===== src/rtl/imem_pkg.sv =====
// Shared definitions for the instruction memory and its loader.
// Memory geometry constants and the loader state encoding.
package imem_pkg;

  localparam int MEM_BYTES  = 1024;
  localparam int WORD_BYTES = 4;

  typedef enum logic [2:0] {
    IDLE    = 3'd0,
    COLLECT = 3'd1,
    WRITE   = 3'd2,
    CHECK   = 3'd3,
    DONE    = 3'd4
  } state_e;

endpackage


===== src/rtl/byte_packer.sv =====
// Little-endian byte-to-word packer: the first byte lands in bits 7:0, one byte per edge.
// word_full is combinational with the 4th accepted byte; the caller throttles via byte_vld.
module byte_packer
  import imem_pkg::*;
(
  input  logic        CLK,
  input  logic        Reset,
  input  logic        clear,
  input  logic        byte_vld,
  input  logic [7:0]  byte_dat,
  output logic        word_full,
  output logic [31:0] word_dat
);

  logic [1:0] lane;

  assign word_full = byte_vld && (lane == 2'(WORD_BYTES - 1));

  always_ff @(posedge CLK or posedge Reset) begin
    if (Reset) begin
      lane     <= '0;
      word_dat <= '0;
    end else if (clear) begin
      lane     <= '0;
      word_dat <= '0;
    end else if (byte_vld) begin
      word_dat[8*lane +: 8] <= byte_dat;
      lane                  <= lane + 2'd1;
    end
  end

endmodule


===== src/rtl/imem_loader.sv =====
// Streams a byte-wise program into instruction memory, one write plus read-back check per word.
// At least 6 cycles per word; ByteReady is low during WRITE/CHECK and whenever not loading.
module imem_loader #(
  parameter logic [31:0] BASE_ADDR = 32'h0000_0000,
  parameter int          MEM_BYTES = 1024,
  parameter int          CNT_W     = 9
) (
  input  logic             CLK,
  input  logic             Reset,
  input  logic             Start,
  input  logic [CNT_W-1:0] WordCount,
  input  logic             ByteValid,
  input  logic [7:0]       ByteData,
  output logic             ByteReady,
  output logic             MemRW,
  output logic [31:0]      MemAddr,
  output logic [31:0]      MemDataIn,
  input  logic [31:0]      MemDataOut,
  output logic             Busy,
  output logic             Done,
  output logic             Error,
  output logic             CpuHold
);

  import imem_pkg::*;

  localparam logic [CNT_W-1:0] MAX_WORDS = CNT_W'(MEM_BYTES / WORD_BYTES);

  state_e           state;
  logic [CNT_W-1:0] count;
  logic [CNT_W-1:0] index;
  logic [CNT_W-1:0] next_index;
  logic             start_acc;
  logic             byte_xfer;
  logic             word_full;

  assign start_acc  = (state == IDLE) && Start;
  assign byte_xfer  = ByteValid && ByteReady;
  assign next_index = index + CNT_W'(1);
  assign CpuHold    = Busy;

  // The packer's register doubles as the write-data output, so it is stable through WRITE and CHECK.
  byte_packer u_packer (
    .CLK       (CLK),
    .Reset     (Reset),
    .clear     (start_acc),
    .byte_vld  (byte_xfer),
    .byte_dat  (ByteData),
    .word_full (word_full),
    .word_dat  (MemDataIn)
  );

  always_ff @(posedge CLK or posedge Reset) begin
    if (Reset) begin
      state     <= IDLE;
      count     <= '0;
      index     <= '0;
      ByteReady <= 1'b0;
      MemRW     <= 1'b0;
      MemAddr   <= BASE_ADDR;
      Busy      <= 1'b0;
      Done      <= 1'b0;
      Error     <= 1'b0;
    end else begin
      unique case (state)
        IDLE: begin
          if (Start) begin
            Done  <= 1'b0;
            Error <= 1'b0;
            count <= WordCount;
            index <= '0;
            if (WordCount == '0) begin
              Done  <= 1'b1;
              state <= DONE;
            end else if (WordCount > MAX_WORDS) begin
              Error <= 1'b1;
              Done  <= 1'b1;
              state <= DONE;
            end else begin
              Busy      <= 1'b1;
              ByteReady <= 1'b1;
              state     <= COLLECT;
            end
          end
        end
        COLLECT: begin
          if (word_full) begin
            ByteReady <= 1'b0;
            MemRW     <= 1'b1;
            MemAddr   <= BASE_ADDR + {{(32-CNT_W-2){1'b0}}, index, 2'b00};
            state     <= WRITE;
          end
        end
        WRITE: begin
          MemRW <= 1'b0;
          state <= CHECK;
        end
        CHECK: begin
          if (MemDataOut != MemDataIn) begin
            Error <= 1'b1;
            Busy  <= 1'b0;
            Done  <= 1'b1;
            state <= DONE;
          end else if (next_index == count) begin
            index <= next_index;
            Busy  <= 1'b0;
            Done  <= 1'b1;
            state <= DONE;
          end else begin
            index     <= next_index;
            ByteReady <= 1'b1;
            state     <= COLLECT;
          end
        end
        DONE: begin
          state <= IDLE;
        end
        default: begin
          state     <= IDLE;
          ByteReady <= 1'b0;
          MemRW     <= 1'b0;
          Busy      <= 1'b0;
        end
      endcase
    end
  end

endmodule


===== config.mk =====
export PLATFORM = sky130hd
export DESIGN_NAME = imem_loader
export DESIGN_NICKNAME = d
export VERILOG_FILES = /design/src/rtl/imem_pkg.sv /design/src/rtl/byte_packer.sv /design/src/rtl/imem_loader.sv
export SDC_FILE = /design/constraint.sdc
export NUM_CORES = 1
export LEC_CHECK = 0
export ABC_AREA = 1
export BUFFER_PORTS_ARGS = -buffer_cell sky130_fd_sc_hd__buf_2
export CAP_MARGIN = 5
export CORE_MARGIN = 2
export CORE_UTILIZATION = 30
export CTS_CLUSTER_DIAMETER = 120
export DETAILED_ROUTE_END_ITERATION = 10
export GPL_ROUTABILITY_DRIVEN = 0
export PLACE_DENSITY = 0.51
export SYNTH_ARGS = -nofsm -noshare
export SYNTH_HDL_FRONTEND = slang
export SYNTH_SLANG_ARGS = --single-unit

===== constraint.sdc =====
create_clock -name CLK -period 2.6 [get_ports CLK]
set_clock_uncertainty 0.15 [all_clocks]
set_input_delay 0.39 -clock CLK [delete_from_list [all_inputs] [get_ports CLK]]
set_output_delay 0.39 -clock CLK [all_outputs]
set_load 0.01 [all_outputs]

# Yosys cells after proc, flatten, opt, wreduce, memory -nomap -nowiden
# Cells that the tools add are included.
[totals]
regBits = 69
inputBits = 53
out_inout_bits = 70
wordCells = 91
[classes]
n_addsub = 3
order_cmp = 1
eq_ne = 15
shift = 2
n_mux = 37
bitwise = 3
n_reduce_logical = 19
[ops]
columns = ["cell", "n"]
rows = [
  ["32-bit two-way mux", 2],
  ["5-bit negator with 34-bit output", 1],
  ["8-bit by 34-bit variable shift with 32-bit output (first input constant)", 1],
  ["8-bit by 34-bit variable part select with 32-bit output", 1],
  ["32-bit bitwise mux", 1],
  ["32-bit inequality test", 1],
  ["3-bit two-way mux", 6],
  ["9-bit two-way mux", 2],
  ["9-bit one-hot mux with 2 select lines", 1],
  ["1-bit two-way mux", 17],
  ["2-bit inequality test (second input constant)", 6],
  ["3-bit one-hot mux with 4 select lines", 1],
  ["9-bit by 1-bit adder with 9-bit output (second input constant)", 1],
  ["9-bit == test", 1],
  ["9-bit greater-than comparator (second input constant)", 1],
  ["9-bit zero test", 1],
  ["3-bit AND reduction", 3],
  ["2-bit AND reduction", 4],
  ["7-bit AND reduction", 1],
  ["3-bit by 2-bit == test with 1-bit output (second input constant)", 2],
  ["1-bit one-hot mux with 2 select lines", 3],
  ["3-bit OR reduction", 2],
  ["5-bit AND reduction", 1],
  ["2-bit two-way mux", 2],
  ["13 further kinds", 18],
]

# Logic depth before layout (Yosys ltp)
# Gate-level depths: netlist of run 1.
[logic_depth]
ltp_word = 5
mapped_depth = 15
depth_no_buf = 15

# Modules after synthesis
# From an unflattened synthesis of run 1, not the netlist that was laid out.
[unflattened]
cells_unflattened = 574
area_unflattened_um2 = 4154.0
[modules_own_cells]
columns = ["mod", "instances", "cells_per_inst", "area_each_um2", "seq_area_each_um2"]
rows = [
  ["imem_loader", 1, 357, 2497.4, 875.8],
  ["byte_packer", 1, 217, 1656.6, 850.8],
]

# Worst setup path after synthesis of run 1
# No wires, ideal clock.
[synth_timing]
path_type = "flip-flop to flip-flop"
start = "register index[0]"
end = "register Busy"
setup_ns = 0.117
arrival_ns = 1.534
t_required_ns = 2.333
slack_ns = 0.799
stages_incl_launch_ff = 15
path_buffers = 0
period_less_slack_ns = 1.801
path_cell_list = "dfrtp_1 -> ha_1 -> inv_1 -> nand2_1 -> nand2_1 -> nor2_1 -> nand2_1 -> nor2_1 -> nand3_1 -> nor2_2 -> nand2_1 -> nand2_2 -> nand2_1 -> nand2_1 -> nand2_1"
[synth_between]
elab_chain_len = 4
[synth_lines]
columns = ["item", "line", "rtl"]
rows = [
  ["start: declaration", "imem_loader.sv:31", "logic [CNT_W-1:0] index;"],
  ["start signal: assignment", "imem_loader.sv:105", "index <= next_index;"],
  ["start signal: assignment", "imem_loader.sv:110", "index <= next_index;"],
  ["9-bit by 1-bit adder with 9-bit output", "imem_loader.sv:39", "assign next_index = index + CNT_W'(1);"],
  ["9-bit == test", "imem_loader.sv:104", "end else if (next_index == count) begin"],
  ["3-bit inequality test (no source line)", "--", ""],
  ["5-bit AND reduction (no source line)", "--", ""],
  ["end signal: assignment", "imem_loader.sv:101", "Busy <= 1'b0;"],
  ["end signal: assignment", "imem_loader.sv:106", "Busy <= 1'b0;"],
  ["end signal: assignment", "imem_loader.sv:122", "Busy <= 1'b0;"],
  ["end: declaration", "imem_loader.sv:19", "output logic Busy,"],
]
# Every way passes these cells.
# A chain may end at the register's enable or synchronous reset.

# Final worst setup path of run 1
[layout_timing]
start = "register u_packer.lane[0]"
end = "register u_packer.word_dat[11]"
[layout_between]
elab_chain_len = 5
word_cells_on_any_way = 6
cone_classes = "add/sub: 1; shift: 2; mux: 3"
[layout_lines]
columns = ["item", "line", "rtl"]
rows = [
  ["start: declaration", "byte_packer.sv:15", "logic [1:0] lane;"],
  ["start signal: assignment", "byte_packer.sv:28", "lane <= lane + 2'd1;"],
  ["5-bit negator with 34-bit output (*)", "byte_packer.sv:27", "word_dat[8*lane +: 8] <= byte_dat;"],
  ["8-bit by 34-bit variable part select with 32-bit output / 8-bit by 34-bit variable shift with 32-bit output (equally long branches)", "byte_packer.sv:27", ""],
  ["32-bit bitwise mux (*)", "byte_packer.sv:27", ""],
  ["32-bit two-way mux (*)", "byte_packer.sv:26", "end else if (byte_vld) begin"],
  ["32-bit two-way mux (*)", "byte_packer.sv:23", "end else if (clear) begin"],
  ["end signal: indexed assignment", "byte_packer.sv:27", ""],
  ["end: declaration", "byte_packer.sv:12", "output logic [31:0] word_dat"],
]
# Mark *: on every way between the ends. The rest lies on a longest branch, timed or not. The select of a mux whose other input is x is not followed.

==> reports/qor.yml, run 1 <==
sta:
  totalNegativeSetupSlack_ns: 0
  tightest_slew_ns: 0.781
  slew_viol_final: 0
  fin_crit_ns: 2.24
  setup_violations: 0
  rsz0062_at_grt: "no"
  hold_viol_final: 0
  relSlewSlack: 0.478
  fmax_ghz: 0.447
  fin_worst_hold_slack_ns: 0.0517
  fin_crit_sh: 0.860
  setup_ws_ns: 0.363
clock_network:
  cts_root_buffer: "clkbuf_16"
  cts_num_sinks: 69
  cts_tree: "done"
  cts.clk_slew.worst_paths_ns: 0.06
  cts_buffers: 9
  postCtsHoldBufs: 0
  htree_levels: 3
  clk-insertion-delay-late_ns: 0.33
  cts_resized: 0
  cts_buffer_depth: 2
  cts_setup_buffers: 0
critical_path:
  r2r_setup_slack_ns: 0.36
  r2r_start: "u_packer.lane[0]$_DFFE_PP0P_"
  crit_required_ns: 2.72
  crit_arrival_ns: 2.36
  crit_fanout: 14
  reg2reg_depth: 6
  path_class: "reg2reg"
  cp-end-kind: "flip-flop"
  cp-start-kind: "flip-flop"
  r2r_end: "u_packer.word_dat[11]$_DFFE_PP0P_"
grt:
  grt_use_total: 0.150
  grt_max_degree: 36
  grt_pass1_vias: 3534
  grt_pass1_wl_microns: 17200
  grt_antenna_before_repair: 0
  grt.overflow.total: 0
cells_and_area:
  area_delta_synth_final_pct: 23.5
  layout.nets: 681
  utilization: 0.379
  fin_cells: 800
  postLayoutCellArea_sq_um: 5020
  fillers: 1376
  drive_gt1_frac: 0.221
  n_antenna_cell: 0
worst_hold_path:
  hold_class: "in2async"
pwr:
  intPower_mw: 2.14
  clkPwrFrac: 0.527
  power_density_nw_per_um2: 546
  ir_drop_mv: 0.348
  switching_power_mw: 0.606
  p_comb_frac: 0.070
  p_seq_frac: 0.403
  total_power_mw: 2.74
  netSwitchingFraction: 0.221
  p_leak_nw: 2.63
placed_design:
  postPlaceCellArea_sq_um: 4670
  hpwl_microns: 7850
  post-place-ws_ns: 0.403
  portBuffers: 99
  placed_cells: 784
logic_synthesis:
  synthArstFlopShare: 1.00
  synth_cell_types: 35
  synth_top_area_cell: "dfrtp_1"
  synth_flop_cell: "dfrtp_1"
  yosysSeqAreaShare: 0.425
  netlist_instances: 516
  synth.top_cells.by_count: "149 x nand2_1, 69 x dfrtp_1, 67 x nand3_1"
  syn_area_sq_um: 4070
  synthTopCellsByArea: "dfrtp_1 42%, nand2_1 14%, nand3_1 8.2%"
  synth_top_area_share: 0.425
  synth_warnings: 0
  yosysMostFrequentCell: "nand2_1"
  synth_seq_cells: 69
  avgSynthCellArea_sq_um: 7.88
  synth_edf_count: 0
routing:
  wl_met3_microns: 462
  wl_per_cell_microns: 12.8
  routed_wl_microns: 10300
  drt_iter0_markers: 177
  routed.top_layer: "met4"
  wl_met1_microns: 4490
  viasPerCell: 4.44
  drc: 0
  vias: 3554
  firstDrtPassIters: 4
  antenna_left: 0
  wl_met2_microns: 5060
flow_run:
  cap_violations: 0
die:
  core-area_sq_um: 13200
  fp.dieArea_sq_um: 14500
  die_w_microns: 120
  initial_core_util: 0.307
  ios: 123
  dieHeight_microns: 120
  core.rowCount: 42
outcome:
  status: "finished clean"
## cell families (layout without fill, tap and decap cells)
family,count (synthesis),in the layout,synth area share
other,1,23,0.000922
flip-flops,69,69,0.425
XOR/XNOR,32,32,0.0689
buffers and inverters,89,175,0.108
adder cells (fa/ha/maj),9,9,0.0277
AND/OR/NAND/NOR,265,265,0.299
AO/OA/AOI/OAI,49,49,0.0649
multiplexers,2,2,0.00554
## critical path: stages (launching register included)
cell	delay, ns
dfrtp_1	0.60
inv_1	0.14
ha_1	0.48
nand2_1	0.11
nor3_2	0.39
nand3_1	0.19
nand2_1	0.10
## cell type report
cell class,instances,area (sq um),area share
multi-input cells,380,1980,0.395
flip-flops and latches,69,1730,0.344
clock inverters,5,106,0.0212
inverters,58,220,0.0438
repair buffers,101,523,0.104
clock buffers,11,243,0.0483
well taps,176,220,0.0438
## how the worst max path moves through the flow
stage / to / slack (ns) / from / cells past startpoint
floorplan: Busy$_DFFE_PP0P_ / 0.32 / Reset / 1
global placement: ByteReady$_DFFE_PP0P_ / 0.40 / WordCount[0] / 12
detailed placement: u_packer.word_dat[11]$_DFFE_PP0P_ / 0.40 / u_packer.lane[0]$_DFFE_PP0P_ / 6
CTS: u_packer.word_dat[11]$_DFFE_PP0P_ / 0.39 / u_packer.lane[0]$_DFFE_PP0P_ / 6
global route: u_packer.word_dat[12]$_DFFE_PP0P_ / 0.17 / u_packer.lane[0]$_DFFE_PP0P_ / 6
finish: u_packer.word_dat[11]$_DFFE_PP0P_ / 0.36 / u_packer.lane[0]$_DFFE_PP0P_ / 6
## flip-flops by register name, indices dropped and copies added, names as in the netlist
signal / flops
Busy: 1
ByteReady: 1
Done: 1
Error: 1
MemAddr: 9
MemRW: 1
count: 9
index: 9
state: 3
u_packer.lane: 2
u_packer.word_dat: 32
## metal layers
metal  track usage  vias up
li1              -     1812
met1         0.178     1630
met2         0.259       95
met3        0.0382       17
met4        0.0581        0
met5             0        -
## layout by cell type (no fill, tap or decap), types with 2 or more instances in the layout
master / instances
dfrtp_1: 69
nor2_1: 23
nand3_2: 3
bufinv_16: 3
nand2_2: 3
ha_1: 9
xnor2_1: 32
nand3_1: 67
nand2_1: 149
o21ai_0: 41
nor2_4: 2
nor2_2: 2
a21oi_1: 3
clkbuf_16: 9
conb_1: 23
inv_2: 2
nand4_1: 3
nor4_1: 2
buf_2: 99
inv_1: 55
nor3_1: 4
mux2_2: 2
nor3_4: 2
## power by group through the flow
stage	combinational, mW	sequential (mW)	clock [mW]
after floorplan	0.130	1.13	0
after global placement	0.193	1.12	0
after detailed placement	0.195	1.12	0
after CTS	0.196	1.10	1.48
after global routing	0.217	1.11	1.52
final	0.192	1.10	1.45
Note: power is estimated with default switching activity, not from simulation.
==> run 2, diff against run 1 <==
--- a/config.mk
+++ b/config.mk
@@ -9,11 +9,11 @@
 export BUFFER_PORTS_ARGS = -buffer_cell sky130_fd_sc_hd__buf_2
 export CAP_MARGIN = 5
 export CORE_MARGIN = 2
-export CORE_UTILIZATION = 30
+export CORE_UTILIZATION = 36
 export CTS_CLUSTER_DIAMETER = 120
 export DETAILED_ROUTE_END_ITERATION = 10
 export GPL_ROUTABILITY_DRIVEN = 0
-export PLACE_DENSITY = 0.51
+export PLACE_DENSITY = 0.59
 export SYNTH_ARGS = -nofsm -noshare
 export SYNTH_HDL_FRONTEND = slang
 export SYNTH_SLANG_ARGS = --single-unit
==> run 2 against run 1 <==
Compared with the run above:
- clock-buffer cell count unchanged
- power decreased by 3.0%
- non-clock buffer count unchanged
- sequential cell count unchanged
- largest power group unchanged
- sequential share of layout area increased by 0.39 points
- critical path type unchanged
- critical endpoint is now u_packer.word_dat[8]$_DFFE_PP0P_
- combinational power about the same
==> reports/qor.yml, run 2 (synthesized netlist as in run 1, its figures left out) <==
outcome:
  status: "finished clean"
placed_design:
  placed_cells: 747
  portBuffers: 99
  hpwl_microns: 7440
  postPlaceCellArea_sq_um: 4620
die:
  core.rowCount: 38
  die_w_microns: 110
  initial_core_util: 0.372
  dieHeight_microns: 110
  ios: 123
  core-area_sq_um: 10900
  fp.dieArea_sq_um: 12200
clock_network:
  clk-insertion-delay-late_ns: 0.33
  cts_num_sinks: 69
  cts_resized: 0
  cts_buffer_depth: 2
  htree_levels: 3
  cts_buffers: 9
  cts_root_buffer: "clkbuf_16"
  cts_tree: "done"
  cts.clk_slew.worst_paths_ns: 0.06
routing:
  drt_iter0_markers: 129
  drc: 0
  firstDrtPassIters: 6
  antenna_left: 0
  viasPerCell: 4.65
  vias: 3554
  routed_wl_microns: 9810
  wl_per_cell_microns: 12.8
sta:
  totalNegativeSetupSlack_ns: 0
  rsz0062_at_grt: "no"
  hold_viol_final: 0
  fin_crit_sh: 0.848
  slew_viol_final: 0
  setup_violations: 0
  fin_crit_ns: 2.21
  fmax_ghz: 0.453
grt:
  grt.overflow.total: 0
  grt_max_degree: 70
  grt_pass1_wl_microns: 16100
  grt_pass1_vias: 3430
  grt_use_total: 0.170
  grt_antenna_before_repair: 0
critical_path:
  crit_fanout: 14
  crit_path_start: "u_packer.lane[0]$_DFFE_PP0P_"
  reg2reg_depth: 6
  setup.worst_path.end: "u_packer.word_dat[8]$_DFFE_PP0P_"
  r2r_setup_slack_ns: 0.39
  r2r_end: "u_packer.word_dat[8]$_DFFE_PP0P_"
  crit_required_ns: 2.71
  path_class: "reg2reg"
  cp-start-kind: "flip-flop"
  crit_arrival_ns: 2.32
  cp-end-kind: "flip-flop"
  r2r_start: "u_packer.lane[0]$_DFFE_PP0P_"
pwr:
  clkPwrFrac: 0.513
  total_power_mw: 2.66
  p_seq_frac: 0.415
  netSwitchingFraction: 0.224
  switching_power_mw: 0.597
  intPower_mw: 2.06
  p_comb_frac: 0.072
  ir_drop_mv: 0.244
  power_density_nw_per_um2: 536
  p_leak_nw: 2.63
cells_and_area:
  fillers: 1089
  n_antenna_cell: 0
  fin_cells: 764
  largest_reg_flops: 32
  utilization: 0.454
  drive_gt1_frac: 0.221
  area_delta_synth_final_pct: 22.2
  postLayoutCellArea_sq_um: 4970
  layout.nets: 681
  layout_commonest_cell: "nand2_1"
  final_cell_mix: "149 x nand2_1, 99 x buf_2, 69 x dfrtp_1, 67 x nand3_1, 55 x inv_1"
  top_register: "u_packer.word_dat"
flow_run:
  cap_violations: 0
worst_hold_path:
  hold_class: "in2reg"
## run 2: worst min path at each step
stage | startpoint | endpoint | slack (ns) | depth (start not counted)
after floorplan | count[7]$_DFFE_PP0P_ | count[7]$_DFFE_PP0P_ | 0.31 | 2
after global placement | MemAddr[5]$_DFFE_PP0P_ | MemAddr[5]$_DFFE_PP0P_ | 0.31 | 2
after detailed placement | Done$_DFFE_PP0P_ | Done$_DFFE_PP0P_ | 0.31 | 2
after CTS | WordCount[2] | count[2]$_DFFE_PP0P_ | 0.13 | 3
after global routing | WordCount[3] | count[3]$_DFFE_PP0P_ | 0.15 | 3
final | WordCount[2] | count[2]$_DFFE_PP0P_ | 0.14 | 3
## run 2: power by group through the flow
stage	logic, mW	clock network, mW	registers [mW]
5_1_grt	0.219	1.44	1.11
6_report	0.192	1.36	1.11
4_1_cts	0.195	1.39	1.10
2_1_floorplan	0.130	0	1.13
3_5_place_dp	0.194	0	1.12
3_3_place_gp	0.191	0	1.12
## run 2: layer usage
metal	GRT usage	vias to the layer above	routed length, microns
met1	0.219	1631	4450
met4	0.0705	0	221
met5	0	-	0
met2	0.285	99	4730
met3	0.0265	18	417
li1	-	1806	-
## run 2: layout make-up
cell class              count  area [sq um]  area share
multi-input cells         380          1980       0.399
flip-flops and latches     69          1730       0.348
repair buffers            101           526       0.106
clock buffers              11           253      0.0509
inverters                  58           220      0.0443
well taps                 140           175      0.0353
clock inverters             5          82.6      0.0166
## run 2: stage by stage
stage | worst slack, ns | hold WS [ns]
finish | 0.394 | 0.135
global route | 0.194 | 0.148
CTS | 0.425 | 0.128
detailed placement | 0.426 | 0.314
global placement | 0.469 | 0.309
floorplan | 0.320 | 0.306
## run 2: critical path, stage by stage (launching register included)
cell     delay, ns
dfrtp_1       0.60
inv_1         0.15
ha_1          0.49
nand2_1       0.11
nor3_2        0.40
nand3_1       0.16
nand2_1       0.09
## run 2: what timing repair did
item                                   in CTS  in global routing
hold buffers                                1                  0
setup buffers                               0                  0
endpoints found under the hold margin       2                  0
==> run 3, diff against run 2 <==
--- a/config.mk
+++ b/config.mk
@@ -13,7 +13,7 @@
 export CTS_CLUSTER_DIAMETER = 120
 export DETAILED_ROUTE_END_ITERATION = 10
 export GPL_ROUTABILITY_DRIVEN = 0
-export PLACE_DENSITY = 0.59
+export PLACE_DENSITY = 0.62
 export SYNTH_ARGS = -nofsm -noshare
 export SYNTH_HDL_FRONTEND = slang
 export SYNTH_SLANG_ARGS = --single-unit
==> constraint.sdc (replaced) <==
create_clock -name CLK -period 1.9 [get_ports CLK]
set_clock_uncertainty 0.15 [all_clocks]
set_input_delay 0.285 -clock CLK [delete_from_list [all_inputs] [get_ports CLK]]
set_output_delay 0.285 -clock CLK [all_outputs]
set_load 0.01 [all_outputs]
==> run 3 against run 2 <==
Compared with the run above:
- non-clock buffer count rose by 54
- routed wire length rose by 8.8%
- first-iteration DRC count fell by 29%
- sequential power rose by 36%
- final area rose by 10%
- combinational power rose by 52%
- critical path type unchanged
- cell count rose by 7.2%
- register-to-register slack got worse by 0.38 ns
- worst setup slack got worse by 0.38 ns
- critical endpoint is now Done$_DFFE_PP0P_
- critical path depth rose by 8
- clock power rose by 22%
==> reports/qor.yml, run 3 (synthesized netlist as in run 1, its figures left out) <==
routing:
  firstDrtPassIters: 4
  drc: 0
  wl_per_cell_microns: 13.0
  antenna_left: 0
  routed_wl_microns: 10700
  drt_iter0_markers: 91
  vias: 3782
  viasPerCell: 4.62
cells_and_area:
  final_cell_mix: "141 x nand2_1, 99 x buf_2, 68 x dfrtp_1, 67 x nand3_1"
  layout_commonest_cell: "nand2_1"
  n_antenna_cell: 0
  layout.nets: 736
  multi_input_area_sq_um: 2080
  area_delta_synth_final_pct: 34.7
  top_register: "u_packer.word_dat"
  largest_reg_flops: 32
  fin_cells: 819
  drive_gt1_frac: 0.315
  fillers: 1085
  regArea_sq_um: 1730
  utilization: 0.501
critical_path:
  path_class: "reg2reg"
  cp-end-kind: "flip-flop"
  critPathBufInv: 1
  crit_fanout: 5
  crit_required_ns: 1.97
  cp-start-kind: "flip-flop"
  cp_top_family: "simple AND/OR/NAND/NOR gates"
  cpPeakStageDelay_ns: 0.41
  worst_path_most_repeated_cell: "nand2_1"
  crit_arrival_ns: 1.96
  cp_slowest_cell: "dfrtp_1"
  crit_chain: "ha_4, inv_2, nand2_2, nand2_1, nor2_1, nand2_1, nor2_1, nand3_1, nor2_2, nand2_1, nand2_2, nand2_2, nand2_1, nand2_1"
grt:
  grt.overflow.total: 0
  globalRouteMet3Util: 0.0488
  grt_use_total: 0.185
  grt_antenna_before_repair: 0
  grt_pass1_wl_microns: 17200
  gr-usage-met1: 0.211
  grt.busiest_layer: "met2"
  grt_util_met2: 0.340
  grt_max_degree: 41
  grt_pass1_vias: 3754
pwr:
  total_power_mw: 3.47
  p_leak_nw: 2.90
  ir_drop_mv: 0.517
  power_density_nw_per_um2: 633
die:
  initial_core_util: 0.372
  core.rowCount: 38
  fp.dieArea_sq_um: 12200
  dieHeight_microns: 110
  ios: 123
  core-area_sq_um: 10900
  die_w_microns: 110
sta:
  fin_crit_sh: 0.993
  fin_worst_hold_slack_ns: 0.0354
  fmax_ghz: 0.530
  slew_viol_final: 0
  fin_crit_ns: 1.89
  setup_violations: 0
  hold_viol_final: 0
  totalNegativeSetupSlack_ns: 0
  rsz0062_at_grt: "yes"
clock_network:
  cts_num_sinks: 69
  cts_root_buffer: "clkbuf_16"
  cts_buffer_depth: 2
  cts_tree: "done"
  clk-insertion-delay-late_ns: 0.33
  htree_levels: 3
  cts.clk_slew.worst_paths_ns: 0.06
  cts_buffers: 9
placed_design:
  placed_cells: 792
  portBuffers: 99
  hpwl_microns: 8200
worst_hold_path:
  hold_class: "in2reg"
outcome:
  status: "finished clean"
flow_run:
  cap_violations: 0
==> run 3: metal layers <==
layer	wire (microns)	vias up
li1	-	1924
met1	4400	1753
met2	5600	95
met3	521	10
met4	151	0
met5	0	-
==> run 3: stage by stage <==
stage          setup slack [ns]  area, sq um
4_1_cts                -0.00677         5310
2_1_floorplan            0.0994         4150
3_5_place_dp            -0.0593         4970
6_report                 0.0128         5480
5_1_grt                  -0.249         5480
3_3_place_gp            -0.0399         4970
==> run 3: final cells by class <==
cell class                      count  share of cell area
Multi-Input combinational cell    380               0.380
Sequential cell                    69               0.315
Timing Repair Buffer              155               0.175
Clock buffer                       11              0.0443
Inverter                           58              0.0427
Tap cell                          140              0.0320
Clock inverter                      5             0.00914
Timing Repair inverter              1             0.00160
==> run 3: worst paths after layout <==
path	startpoint	to	slack, ns	cells after the start
max reg2reg	index[0]$_DFFE_PP0P_	Done$_DFFE_PP0P_	0.01	14
max in group asynchronous	Reset	state[1]$_DFFE_PP0P_	0.92	4
min	WordCount[2]	count[2]$_DFFE_PP0P_	0.04	3
min in group asynchronous	Reset	MemAddr[2]$_DFFE_PP0P_	0.43	4
max	index[0]$_DFFE_PP0P_	Done$_DFFE_PP0P_	0.01	14
min reg2reg	Done$_DFFE_PP0P_	Done$_DFFE_PP0P_	0.32	2
==> run 3: what timing repair did <==
| item | in CTS | in global routing |
|---|---|---|
| hold buffers | 1 | 0 |
| setup endpoints to repair | 13 | 40 |
| gates resized for setup | 4 | 31 |
| buffers inserted | 2 | 7 |
| hold endpoints to repair | 69 | 0 |
| pin swaps | 1 | 10 |
| gates cloned | 0 | 1 |
==> run 3: worst min-delay path: stages <==
cell     delay [ns]
buf_2          0.09
nand2_1        0.05
o21ai_0        0.06
==> run 3: power by group <==
group | switching, mW | internal (mW)
Clock | 0.621 | 1.04
Combinational | 0.165 | 0.128
Sequential | 0.0179 | 1.49
Total | 0.804 | 2.66
